File: src/rtl/decoder_sequencer.sv
// decoder_sequencer: registered WIDTH->NOUT active-low decoder with direct,
// one-shot pulse and auto-scan modes sharing one IDLE/STROBE/GAP sequencer.
`default_nettype none

module decoder_sequencer #(
  parameter int WIDTH = 3,
  parameter int NOUT  = 8,
  parameter int DWELL = 4,
  parameter int GAP   = 1
) (
  input  logic             clk,
  input  logic             rst,
  input  logic             N_E1,
  input  logic             N_E2,
  input  logic             E3,
  input  logic [1:0]       mode,
  input  logic [WIDTH-1:0] A,
  input  logic             req,
  output logic             busy,
  output logic [WIDTH-1:0] idx,
  output logic [NOUT-1:0]  N_Y
);

  localparam logic [1:0] ST_IDLE   = 2'd0;
  localparam logic [1:0] ST_STROBE = 2'd1;
  localparam logic [1:0] ST_GAP    = 2'd2;

  localparam int MAXC = (DWELL > GAP) ? DWELL : GAP;
  localparam int CW   = $clog2(MAXC + 1);

  localparam logic [CW-1:0]    DWELL_END = CW'(DWELL - 1);
  localparam logic [CW-1:0]    GAP_END   = CW'((GAP > 0) ? GAP - 1 : 0);
  localparam logic [WIDTH-1:0] IDX_LAST  = WIDTH'(NOUT - 1);
  localparam logic [NOUT-1:0]  ONE       = NOUT'(1);

  logic [1:0]       state, state_nx;
  logic [CW-1:0]    cnt, cnt_nx;
  logic [WIDTH-1:0] idx_nx;
  logic             scan_op, scan_op_nx;
  logic             resume, resume_nx;
  logic [NOUT-1:0]  ny_nx;
  logic             busy_nx;

  logic             enabled;
  logic             is_pulse;
  logic             is_scan;
  logic             abort;
  logic [WIDTH-1:0] idx_inc;

  assign enabled  = !N_E1 && !N_E2 && E3;
  assign is_pulse = (mode == 2'b01);
  assign is_scan  = (mode == 2'b10);
  // Any enable loss or departure from the running mode cancels the operation.
  assign abort    = !enabled || (scan_op ? !is_scan : !is_pulse);
  assign idx_inc  = (idx == IDX_LAST) ? '0 : idx + 1'b1;

  always_ff @(posedge clk) begin
    if (rst) begin
      state   <= ST_IDLE;
      cnt     <= '0;
      idx     <= '0;
      scan_op <= 1'b0;
      resume  <= 1'b0;
      N_Y     <= '1;
      busy    <= 1'b0;
    end else begin
      state   <= state_nx;
      cnt     <= cnt_nx;
      idx     <= idx_nx;
      scan_op <= scan_op_nx;
      resume  <= resume_nx;
      N_Y     <= ny_nx;
      busy    <= busy_nx;
    end
  end

  always_comb begin
    state_nx   = state;
    cnt_nx     = cnt;
    idx_nx     = idx;
    scan_op_nx = scan_op;
    resume_nx  = resume;
    case (state)
      ST_IDLE: begin
        if (enabled) begin
          if (is_scan) begin
            state_nx   = ST_STROBE;
            cnt_nx     = '0;
            scan_op_nx = 1'b1;
            idx_nx     = resume ? idx_inc : '0;
            resume_nx  = 1'b0;
          end else if (is_pulse) begin
            if (req) begin
              state_nx   = ST_STROBE;
              cnt_nx     = '0;
              scan_op_nx = 1'b0;
              idx_nx     = A;
              resume_nx  = 1'b0;
            end
          end else begin
            idx_nx    = A;
            resume_nx = 1'b0;
          end
        end
      end
      ST_STROBE: begin
        if (abort) begin
          state_nx  = ST_IDLE;
          resume_nx = scan_op;
        end else if (cnt == DWELL_END) begin
          cnt_nx = '0;
          if (!scan_op) begin
            state_nx = ST_IDLE;
          end else if (GAP == 0) begin
            idx_nx = idx_inc;
          end else begin
            state_nx = ST_GAP;
          end
        end else begin
          cnt_nx = cnt + 1'b1;
        end
      end
      ST_GAP: begin
        if (abort) begin
          state_nx  = ST_IDLE;
          resume_nx = 1'b1;
        end else if (cnt == GAP_END) begin
          state_nx = ST_STROBE;
          cnt_nx   = '0;
          idx_nx   = idx_inc;
        end else begin
          cnt_nx = cnt + 1'b1;
        end
      end
      default: state_nx = ST_IDLE;
    endcase
  end

  // Shifting past NOUT leaves zero, so out-of-range selects decode to all ones.
  always_comb begin
    ny_nx   = '1;
    busy_nx = (state_nx != ST_IDLE);
    if (state_nx == ST_STROBE) begin
      ny_nx = ~(ONE << idx_nx);
    end else if (state == ST_IDLE && enabled && !is_pulse && !is_scan) begin
      ny_nx = ~(ONE << A);
    end
  end

endmodule

`default_nettype wire

File: config.mk
export PLATFORM = sky130hd
export DESIGN_NAME = decoder_sequencer
export DESIGN_NICKNAME = d
export VERILOG_FILES = /design/src/rtl/decoder_sequencer.sv
export SDC_FILE = /design/constraint.sdc
export NUM_CORES = 1
export LEC_CHECK = 0
export CAP_MARGIN = 20
export CORE_MARGIN = 5
export CORE_UTILIZATION = 56
export DETAILED_ROUTE_END_ITERATION = 12
export GPL_ROUTABILITY_DRIVEN = 0
export PLACE_DENSITY = 0.84
export SETUP_SLACK_MARGIN = 0.05
export SYNTH_ARGS = -nofsm -noshare
export SYNTH_HDL_FRONTEND = slang
export SYNTH_SLANG_ARGS = --single-unit
File: constraint.sdc
create_clock -name clk -period 4.51 [get_ports clk]
set_input_delay 1.1275 -clock clk [delete_from_list [all_inputs] [get_ports clk]]
set_output_delay 1.1275 -clock clk [all_outputs]
set_load 0.05 [all_outputs]
# --- After elaboration in Yosys (flattened, before gate mapping) ---
# Cells that the tools add are included.
word_totals:
  reg_bits: 19
  latchBits: 0
  ram_bits: 0
  mem_bits_ro: 0
  in_bits: 11
  output_inout_bits: 12
  elab_cells: 88
  memories: 0
classes:
  n_addsub: 2
  mul: 0
  div: 0
  n_lt_le_gt_ge: 0
  eq_ne: 15
  shifts: 2
  mux: 40
  bitwise: 2
  reduce_logical: 20
ops:
  columns: ["cell", "count"]
  rows:
  - ["2-to-1 mux 3 bit", 16]
  - ["2-to-1 mux 2 bit", 9]
  - ["2-to-1 mux 8 bit", 2]
  - ["inverter 8 bit", 2]
  - ["left shift 1 x 3 -> 8 bit (first input constant)", 2]
  - ["!= test 2 bit (second input constant)", 5]
  - ["2-to-1 mux 1 bit", 9]
  - ["one-hot mux 3 bit (3 select lines)", 1]
  - ["adder 3 x 1 -> 3 bit (second input constant)", 2]
  - ["== test 2 x 1 -> 1 bit (second input constant)", 3]
  - ["!= test 3 bit (second input constant)", 2]
  - ["one-hot mux 2 bit (3 select lines)", 1]
  - ["one-hot mux 3 bit (2 select lines)", 1]
  - ["AND reduction 6 bit", 1]
  - ["nonzero test 2 bit", 3]
  - ["logical AND 1 bit", 5]
  - ["zero test 1 bit", 5]
  - ["AND reduction 5 bit", 1]
  - ["== test 2 bit (second input constant)", 2]
  - ["!= test 4 bit (second input constant)", 1]
  - ["AND reduction 4 bit", 1]
  - ["== test 3 x 2 -> 1 bit (second input constant)", 1]
  - ["== test 3 bit (second input constant)", 1]
  - ["zero test 3 bit", 1]
  - ["4 further kinds", 4]

# --- Depth between registers and ports, before layout ---
# Gate-level depths: netlist of run 1.
depth:
  word_depth: 10
  depth_mapped: 9
  depth_no_buf: 8

# --- Worst setup path before layout of run 1 ---
# OpenSTA, ideal clock, no wires.
synth_path:
  path_type: "in2reg"
  from: "in N_E2"
  to: "reg N_Y[1]"
  setup_ns: 0.137
  t_arrival_ns: 2.815
  required_ns: 4.373
  slack_ns: 1.558
  stages: 7
  n_path_buf: 1
  path_cell_list: "or3b_1 > buf_2 > nor3b_4 > mux2_4 > a221oi_4 > nor2b_1 > a32oi_1"
synth_via:
  elab_chain_cells: 10
  elab_cells_between_ends: 20
  classes_between: "1 x eq/ne; 1 x shift; 9 x mux; 1 x bitwise; 8 x reduce/logical"
synth_rtl:
  columns: ["element", "line", "text"]
  rows:
  - ["start, declared", "14", "input logic N_E2,"]
  - ["zero test 1 bit *", "50", "assign enabled = !N_E1 && !N_E2 && E3;"]
  - ["logical AND 1 bit * (2 in series)", "50", null]
  - ["zero test 1 bit", "54", "assign abort = !enabled || (scan_op ? !is_scan : !is_pulse);"]
  - ["logical OR 1 bit", "54", null]
  - ["2-to-1 mux 3 bit", "124", "if (abort) begin"]
  - ["one-hot mux 3 bit (2 select lines)", "83", "case (state)"]
  - ["left shift 1 x 3 -> 8 bit", "144", "ny_nx = ~(ONE << idx_nx);"]
  - ["inverter 8 bit", "144", null]
  - ["2-to-1 mux 8 bit *", "143", "if (state_nx == ST_STROBE) begin"]
  - ["end signal, assigned", "72", "N_Y <= ny_nx;"]
  - ["end, declared", "21", "output logic [NOUT-1:0] N_Y"]
# Every way passes the cells marked *; elsewhere a longest branch is shown, timed or not.
# A chain may end at the register's enable or synchronous reset.

# --- Worst setup path in the final report of run 1 ---
layout_path:
  from: "in mode[0]"
  to: "reg N_Y[1]"
layout_via:
  elab_chain_cells: 9
  elab_cells_between_ends: 24
  classes_between: "3 x eq/ne; 1 x shift; 14 x mux; 1 x bitwise; 5 x reduce/logical"
layout_rtl:
  columns: ["element", "line", "text"]
  rows:
  - ["start, declared", "16", "input logic [1:0] mode,"]
  - ["== test 2 bit *", "52", "assign is_scan = (mode == 2'b10);"]
  - ["via is_scan", "46", "logic is_scan;"]
  - ["zero test 1 bit", "54, 145", null]
  - ["2-to-1 mux 1 bit", "54", null]
  - ["logical OR 1 bit", "54", null]
  - ["2-to-1 mux 3 bit", "124", null]
  - ["one-hot mux 3 bit (2 select lines)", "83", null]
  - ["left shift 1 x 3 -> 8 bit", "144", null]
  - ["inverter 8 bit", "144", null]
  - ["2-to-1 mux 8 bit *", "143", null]
# Mark *: on every way through the listed nets, which the timed path passes. The rest lies on a longest branch.

==> impl_metrics.env, run 1 <==
export IMPL_run_status="completed"
export IMPL_fin_skew_ns=0.00309
export IMPL_path_buf_inv=2
export IMPL_synth_distinct_cells=47
export IMPL_rsz0062_at_grt="false"
export IMPL_initial_utilization_pct=59.8
export IMPL_synth_async_reset_ratio_pct=0
export IMPL_switching_share_pct=29.3
export IMPL_drc_errors=0
export IMPL_max_freq_ghz=0.294
export IMPL_cp_start_kind="primary input"
export IMPL_die_y_um=59.3
export IMPL_first_iter_violations=28
export IMPL_synth_top_cell_area_share_pct=27.9
export IMPL_io_buffers=22
export IMPL_fin_crit_ns=3.41
export IMPL_cts_setup_buffers=0
export IMPL_synth_top_cell_by_area="dfxtp_1"
export IMPL_worst_ep_arrival_time_ns=3.57
export IMPL_max_slew_worst_pin_slew_ns=0.513
export IMPL_grt_pass1_vias=1225
export IMPL_ios=23
export IMPL_synthFlopType="dfxtp_1"
export IMPL_crit_fanout=12
export IMPL_synth_nets=175
export IMPL_synth_top_cells_by_area="dfxtp_1 28%, ha_1 11%, nor2_1 4.1%"
export IMPL_clk_path_buf_depth=2
export IMPL_end_kind="flip-flop"
export IMPL_drive_above_1_share_pct=12.7
export IMPL_r2r_cells=8
export IMPL_synth_cells=152
export IMPL_p_per_area_nw_per_um2=204
export IMPL_syn_area_sq_um=1360
export IMPL_vias_per_cell=6.31
export IMPL_hpwlAfterDp_um=2470
export IMPL_seqPwrFrac_pct=52.7
export IMPL_cts_tree="yes"
export IMPL_avgSynthCellArea_sq_um=8.96
export IMPL_core_sq_um=2280
export IMPL_floorplan_rows=17
export IMPL_crit_family="multiplexers"
export IMPL_synth_seq_cells=19
export IMPL_finalNetCount=197
export IMPL_cts_sinks=19
export IMPL_cpPeakStageDelay_ns=0.43
export IMPL_grtUsageTotal_pct=19.9
export IMPL_vias=1268
export IMPL_switchingPower_mw=0.0967
export IMPL_path_cells="clkdlybuf4s50_1 > inv_1 > ha_1 > mux2_4 > nor3b_4 > mux2_4 > a221oi_4 > nor2b_1 > a32oi_1"
export IMPL_setup_violations=0
export IMPL_yosysMostFrequentCell="dfxtp_1"
export IMPL_r2r_end="N_Y[0]"
export IMPL_globalRouteOverflowTotal=0
export IMPL_p_int_mw=0.234
export IMPL_fin_crit_sh_pct=75.5
export IMPL_fillers=168
export IMPL_grt_max_degree=13
export IMPL_setup_worst_path_start="mode[0]"
export IMPL_wirelength_um=3240
export IMPL_ys_warn_count=0
export IMPL_cp_depth=9
export IMPL_clock_latency_ns=0.29
export IMPL_drv_cap=0
export IMPL_p_comb_share_pct=21.8
export IMPL_final_max_slew_viol_count=0
export IMPL_final_hold_viol_count=0
export IMPL_synth_seq_area_share_pct=27.9
export IMPL_cts_root_buf="clkbuf_4"
export IMPL_route_antenna_remaining_nets=0
export IMPL_cts_resized=0
export IMPL_min_delay_start="cnt[1]"
export IMPL_cts_hold_buf=0
export IMPL_required_ns=4.68
export IMPL_num_antenna_cells=0
export IMPL_syn2layout_area_growth_pct=19.2
export IMPL_r2r_start="state[0]"
export IMPL_cts_htree_levels=1
export IMPL_numCtsBuffers=3
export IMPL_first_pass_iters=4
export IMPL_critPathKind="primary input to flip-flop"
export IMPL_slowest_stage="clkdlybuf4s50_1"
export IMPL_r2r_slack_ns=2.05
export IMPL_synth_common_cells="19 x dfxtp_1, 15 x nor2_1, 12 x ha_1, 12 x nand2_1, 11 x inv_1"
export IMPL_grt_pass1_wl_um=5460
export IMPL_power_total_mw=0.331
export IMPL_min_path_type="flip-flop to flip-flop"
export IMPL_vdd_drop_max_v=0.000181
export IMPL_synth_edff_count=0
export IMPL_p_leak_nw=0.673
export IMPL_slew_headroom_pct=65.7
export IMPL_fin_setup_tns_ns=0
export IMPL_cts_clk_slew_worst_paths_ns=0.11
export IMPL_dieArea_sq_um=3520
export IMPL_endpoint="N_Y[1]"
export IMPL_dieWidth_um=59.3
export IMPL_wl_per_cell_um=16.1
export IMPL_crit_top_cell="mux2_4"
export IMPL_clkPwrFrac_pct=25.5
export IMPL_antenna_found_initial=0
layout by cell type, fill, tap and decap left out, types with 2 or more instances in the layout:
master	Yosys	layout
clkdlybuf4s50_1	0	22
dfxtp_1	19	19
nor2_1	15	15
nand2_1	12	12
ha_1	12	12
inv_1	11	11
a21oi_1	7	7
a31oi_1	6	6
o21ai_0	5	5
nor2b_1	4	4
a32oi_1	4	4
mux2i_1	3	3
nor4bb_1	3	3
nor3_2	3	3
a2bb2oi_1	3	3
clkbuf_4	0	3
nor3b_4	2	2
mux2_4	2	2
nand2b_1	2	2
nand3_1	2	2
and3_1	2	2
nand4_1	2	2
nor3_1	2	2
nor3b_1	2	2
and2_1	2	2
through the flow:
step	instances	util (%)	hold slack (ns)	worst slack (ns)	area, sq um
after floorplan	152	-	0.449	1.56	1360
after global placement	197	70.1	0.456	0.904	1600
after detailed placement	197	70.1	0.472	0.813	1600
after CTS	201	71.3	0.487	1.14	1620
after global routing	201	71.3	0.505	0.977	1620
final	201	71.3	0.494	1.10	1620
flip-flops by register name, indices dropped and copies added (netlist names):
signal	flops
state	2
resume	1
scan_op	1
busy	1
idx	3
N_Y	8
cnt	3
final cells by class:
class	instances	area (sq um)	share of cell area, %
sequential	19	380	23.4
multi-input combinational	117	918	56.6
timing repair buffer	22	220	13.6
clock inverter	1	5.00	0.308
tap	28	35.0	2.16
clock buffer	3	22.5	1.39
inverter	11	41.3	2.54
routing by layer:
| layer | global-route usage, % | share of wire (%) |
|---|---|---|
| met1 | 26.4 | 45 |
| met2 | 32.3 | 48 |
| met3 | 3.27 | 6.5 |
| met4 | 6.80 | 0.89 |
| met5 | 0 | 0 |
worst reg2reg max path, delay by kind of cell, from the launching register on:
kind,cells,cell delay (ns)
and+or+nand+nor,3,0.75
AOI/OAI and AO/OA,3,0.73
DFF,1,0.42
adders and majority gates,1,0.37
buffers and inverters,1,0.10
worst min-delay path by stage:
stage | to | depth (start not counted)
finish | cnt[1] | 2
global placement | cnt[1] | 2
floorplan | cnt[1] | 2
global route | cnt[1] | 2
detailed placement | cnt[1] | 2
CTS | cnt[1] | 2
kinds of logic after synthesis:
kind of cell,Yosys count,synth area share [%]
fa+ha+maj,12,11.0
flops,19,27.9
buf+inv,16,4.60
mux,6,5.24
simple gates,62,28.9
compound gates,37,22.3
power by group through the flow:
stage	clock network, mW	registers [mW]	logic (mW)
after floorplan	0	0.186	0.0376
after global placement	0	0.178	0.0691
after detailed placement	0	0.178	0.0709
after CTS	0.0871	0.174	0.0714
after global routing	0.0985	0.175	0.0778
final	0.0843	0.174	0.0722
(Power assumes the default switching activity.)
==> inputs of run 2 (changes only) <==
Settings changed: CORE_UTILIZATION 56 to 47, PLACE_DENSITY 0.84 to 0.75.
Clock period 4.51 ns to 3.1 ns, I/O delays scaled along.
==> impl_metrics.env, run 2 (same netlist as run 1, synthesis figures left out) <==
export IMPL_cts_hold_buf=0
export IMPL_cts_htree_levels=1
export IMPL_drv_cap=0
export IMPL_rsz0062_at_grt="false"
export IMPL_vias_per_cell=5.82
export IMPL_clock_latency_ns=0.29
export IMPL_first_iter_violations=57
export IMPL_globalRouteOverflowTotal=0
export IMPL_initial_utilization_pct=49.4
export IMPL_fin_skew_ns=0.00729
export IMPL_end_kind="flip-flop"
export IMPL_p_per_area_nw_per_um2=289
export IMPL_largest_reg_flops=8
export IMPL_cts_root_buf="clkbuf_4"
export IMPL_path_cells="clkdlybuf4s50_1 > or3b_1 > nor3b_4 > mux2_4 > a221oi_4 > nor2b_1 > a32oi_1"
export IMPL_die_y_um=63.8
export IMPL_hpwlAfterDp_um=2550
export IMPL_clk_path_buf_depth=2
export IMPL_clkPwrFrac_pct=25.6
export IMPL_first_pass_iters=5
export IMPL_switchingPower_mw=0.139
export IMPL_route_antenna_remaining_nets=0
export IMPL_max_freq_ghz=0.348
export IMPL_p_int_mw=0.346
export IMPL_fin_crit_sh_pct=92.6
export IMPL_critPathKind="primary input to flip-flop"
export IMPL_wirelength_um=3220
export IMPL_cts_clk_slew_worst_paths_ns=0.11
export IMPL_antenna_found_initial=0
export IMPL_io_buffers=22
export IMPL_wl_per_cell_um=15.3
export IMPL_top_regs="N_Y x8, cnt x3, idx x3"
export IMPL_ios=23
export IMPL_grt_max_degree=13
export IMPL_run_status="completed"
export IMPL_regMostFlops="N_Y"
export IMPL_slew_headroom_pct=65.4
export IMPL_num_antenna_cells=0
export IMPL_most_common_layout_cells="22 x clkdlybuf4s50_1, 19 x dfxtp_1, 15 x nor2_1"
export IMPL_worst_ep_arrival_time_ns=3.04
export IMPL_dieArea_sq_um=4070
export IMPL_hold_path_cell_count=2
export IMPL_syn2layout_area_growth_pct=23.3
export IMPL_fin_crit_ns=2.87
export IMPL_numCtsBuffers=3
export IMPL_crit_fanout=6
export IMPL_max_slew_worst_pin_slew_ns=0.517
export IMPL_r2r_start="state[0]"
export IMPL_slowest_stage="or3b_1"
export IMPL_min_delay_start="cnt[1]"
export IMPL_core_sq_um=2760
export IMPL_r2r_cells=8
export IMPL_cp_start_kind="primary input"
export IMPL_cts_sinks=19
export IMPL_r2r_slack_ns=0.81
export IMPL_p_leak_nw=0.706
export IMPL_dieWidth_um=63.8
export IMPL_finalHoldWorstSlack_ns=0.483
export IMPL_final_hold_viol_count=0
export IMPL_min_to="cnt[1]"
export IMPL_drive_above_1_share_pct=15.6
export IMPL_cts_setup_buffers=0
export IMPL_p_comb_share_pct=22.3
export IMPL_cpPeakStageDelay_ns=0.53
export IMPL_vdd_drop_max_v=0.000272
export IMPL_dp_cells=207
export IMPL_fin_cells=211
export IMPL_seqPwrFrac_pct=52.1
export IMPL_floorplan_rows=19
export IMPL_final_common_cell="clkdlybuf4s50_1"
export IMPL_min_path_type="flip-flop to flip-flop"
export IMPL_grt_pass1_vias=1192
export IMPL_required_ns=3.27
export IMPL_finalNetCount=204
export IMPL_switching_share_pct=28.7
export IMPL_cts_tree="yes"
export IMPL_cts_resized=0
export IMPL_grt_pass1_wl_um=5400
export IMPL_final_max_slew_viol_count=0
export IMPL_vias=1227
export IMPL_grtUsageTotal_pct=16.4
export IMPL_power_total_mw=0.486
export IMPL_drc_errors=0
export IMPL_r2r_end="N_Y[0]"
export IMPL_setup_violations=0
==> run 2: cell types whose count changed in the layout (fill, tap and decap cells not counted), sizes merged <==
cell,change
buf,+7
clkinv,-1
clkbuf,+1
==> run 2: power groups by stage <==
stage,clock network (mW),logic (mW),registers (mW)
after floorplan,0,0.0548,0.270
after global placement,0,0.105,0.258
after detailed placement,0,0.107,0.259
after CTS,0.130,0.108,0.253
after global routing,0.144,0.117,0.254
final,0.124,0.108,0.253
==> run 2: worst max-delay path by stage <==
stage	start	to	slack [ns]	cells past startpoint
2_1_floorplan	N_E2	N_Y[1]	0.50	7
6_report	N_E2	N_Y[5]	0.23	7
3_5_place_dp	N_E2	N_Y[5]	-0.06	7
3_3_place_gp	N_E2	N_Y[5]	0.01	7
4_1_cts	N_E2	N_Y[5]	0.27	7
5_1_grt	N_E2	N_Y[5]	0.18	7
==> run 2: layout make-up <==
class	instances	area [sq um]
timing repair buffer	29	273
multi-input combinational	117	918
inverter	11	41.3
clock buffer	4	26.3
tap	31	38.8
fill	243	1080
sequential	19	380
==> run 2: routing by layer <==
layer  track usage (%)  up-vias  part of all wire (%)
met5                 0        -                     0
met4              3.90        0                   1.0
met2              29.4       28                    53
met3              4.20        4                   4.0
met1              19.3      580                    42
li1                  -      615                     -
==> run 2: worst max-delay path: cells and delay by family <==
| family | cells | cell delay, ns |
|---|---|---|
| AOI/OAI and AO/OA | 2 | 0.46 |
| buffers and inverters | 1 | 0.46 |
| and+or+nand+nor | 3 | 1.02 |
| muxes | 1 | 0.34 |
==> run 2: per-stage QoR <==
| stage | instance area, sq um | TNS [ns] | utilization, % | setup slack, ns |
|---|---|---|---|---|
| after floorplan | 1360 | 0 | - | 0.501 |
| after global placement | 1650 | 0 | 59.9 | 0.0146 |
| after detailed placement | 1650 | -0.101 | 59.9 | -0.0551 |
| after CTS | 1680 | 0 | 60.8 | 0.270 |
| after global routing | 1680 | 0 | 60.8 | 0.181 |
| final | 1680 | 0 | 60.8 | 0.230 |
==> inputs of run 3 (changes only) <==
Settings changed: CTS_CLUSTER_SIZE set to 25.
==> results of run 3 <==
No change in the layout: final DEF, timing and power equal those of run 2.
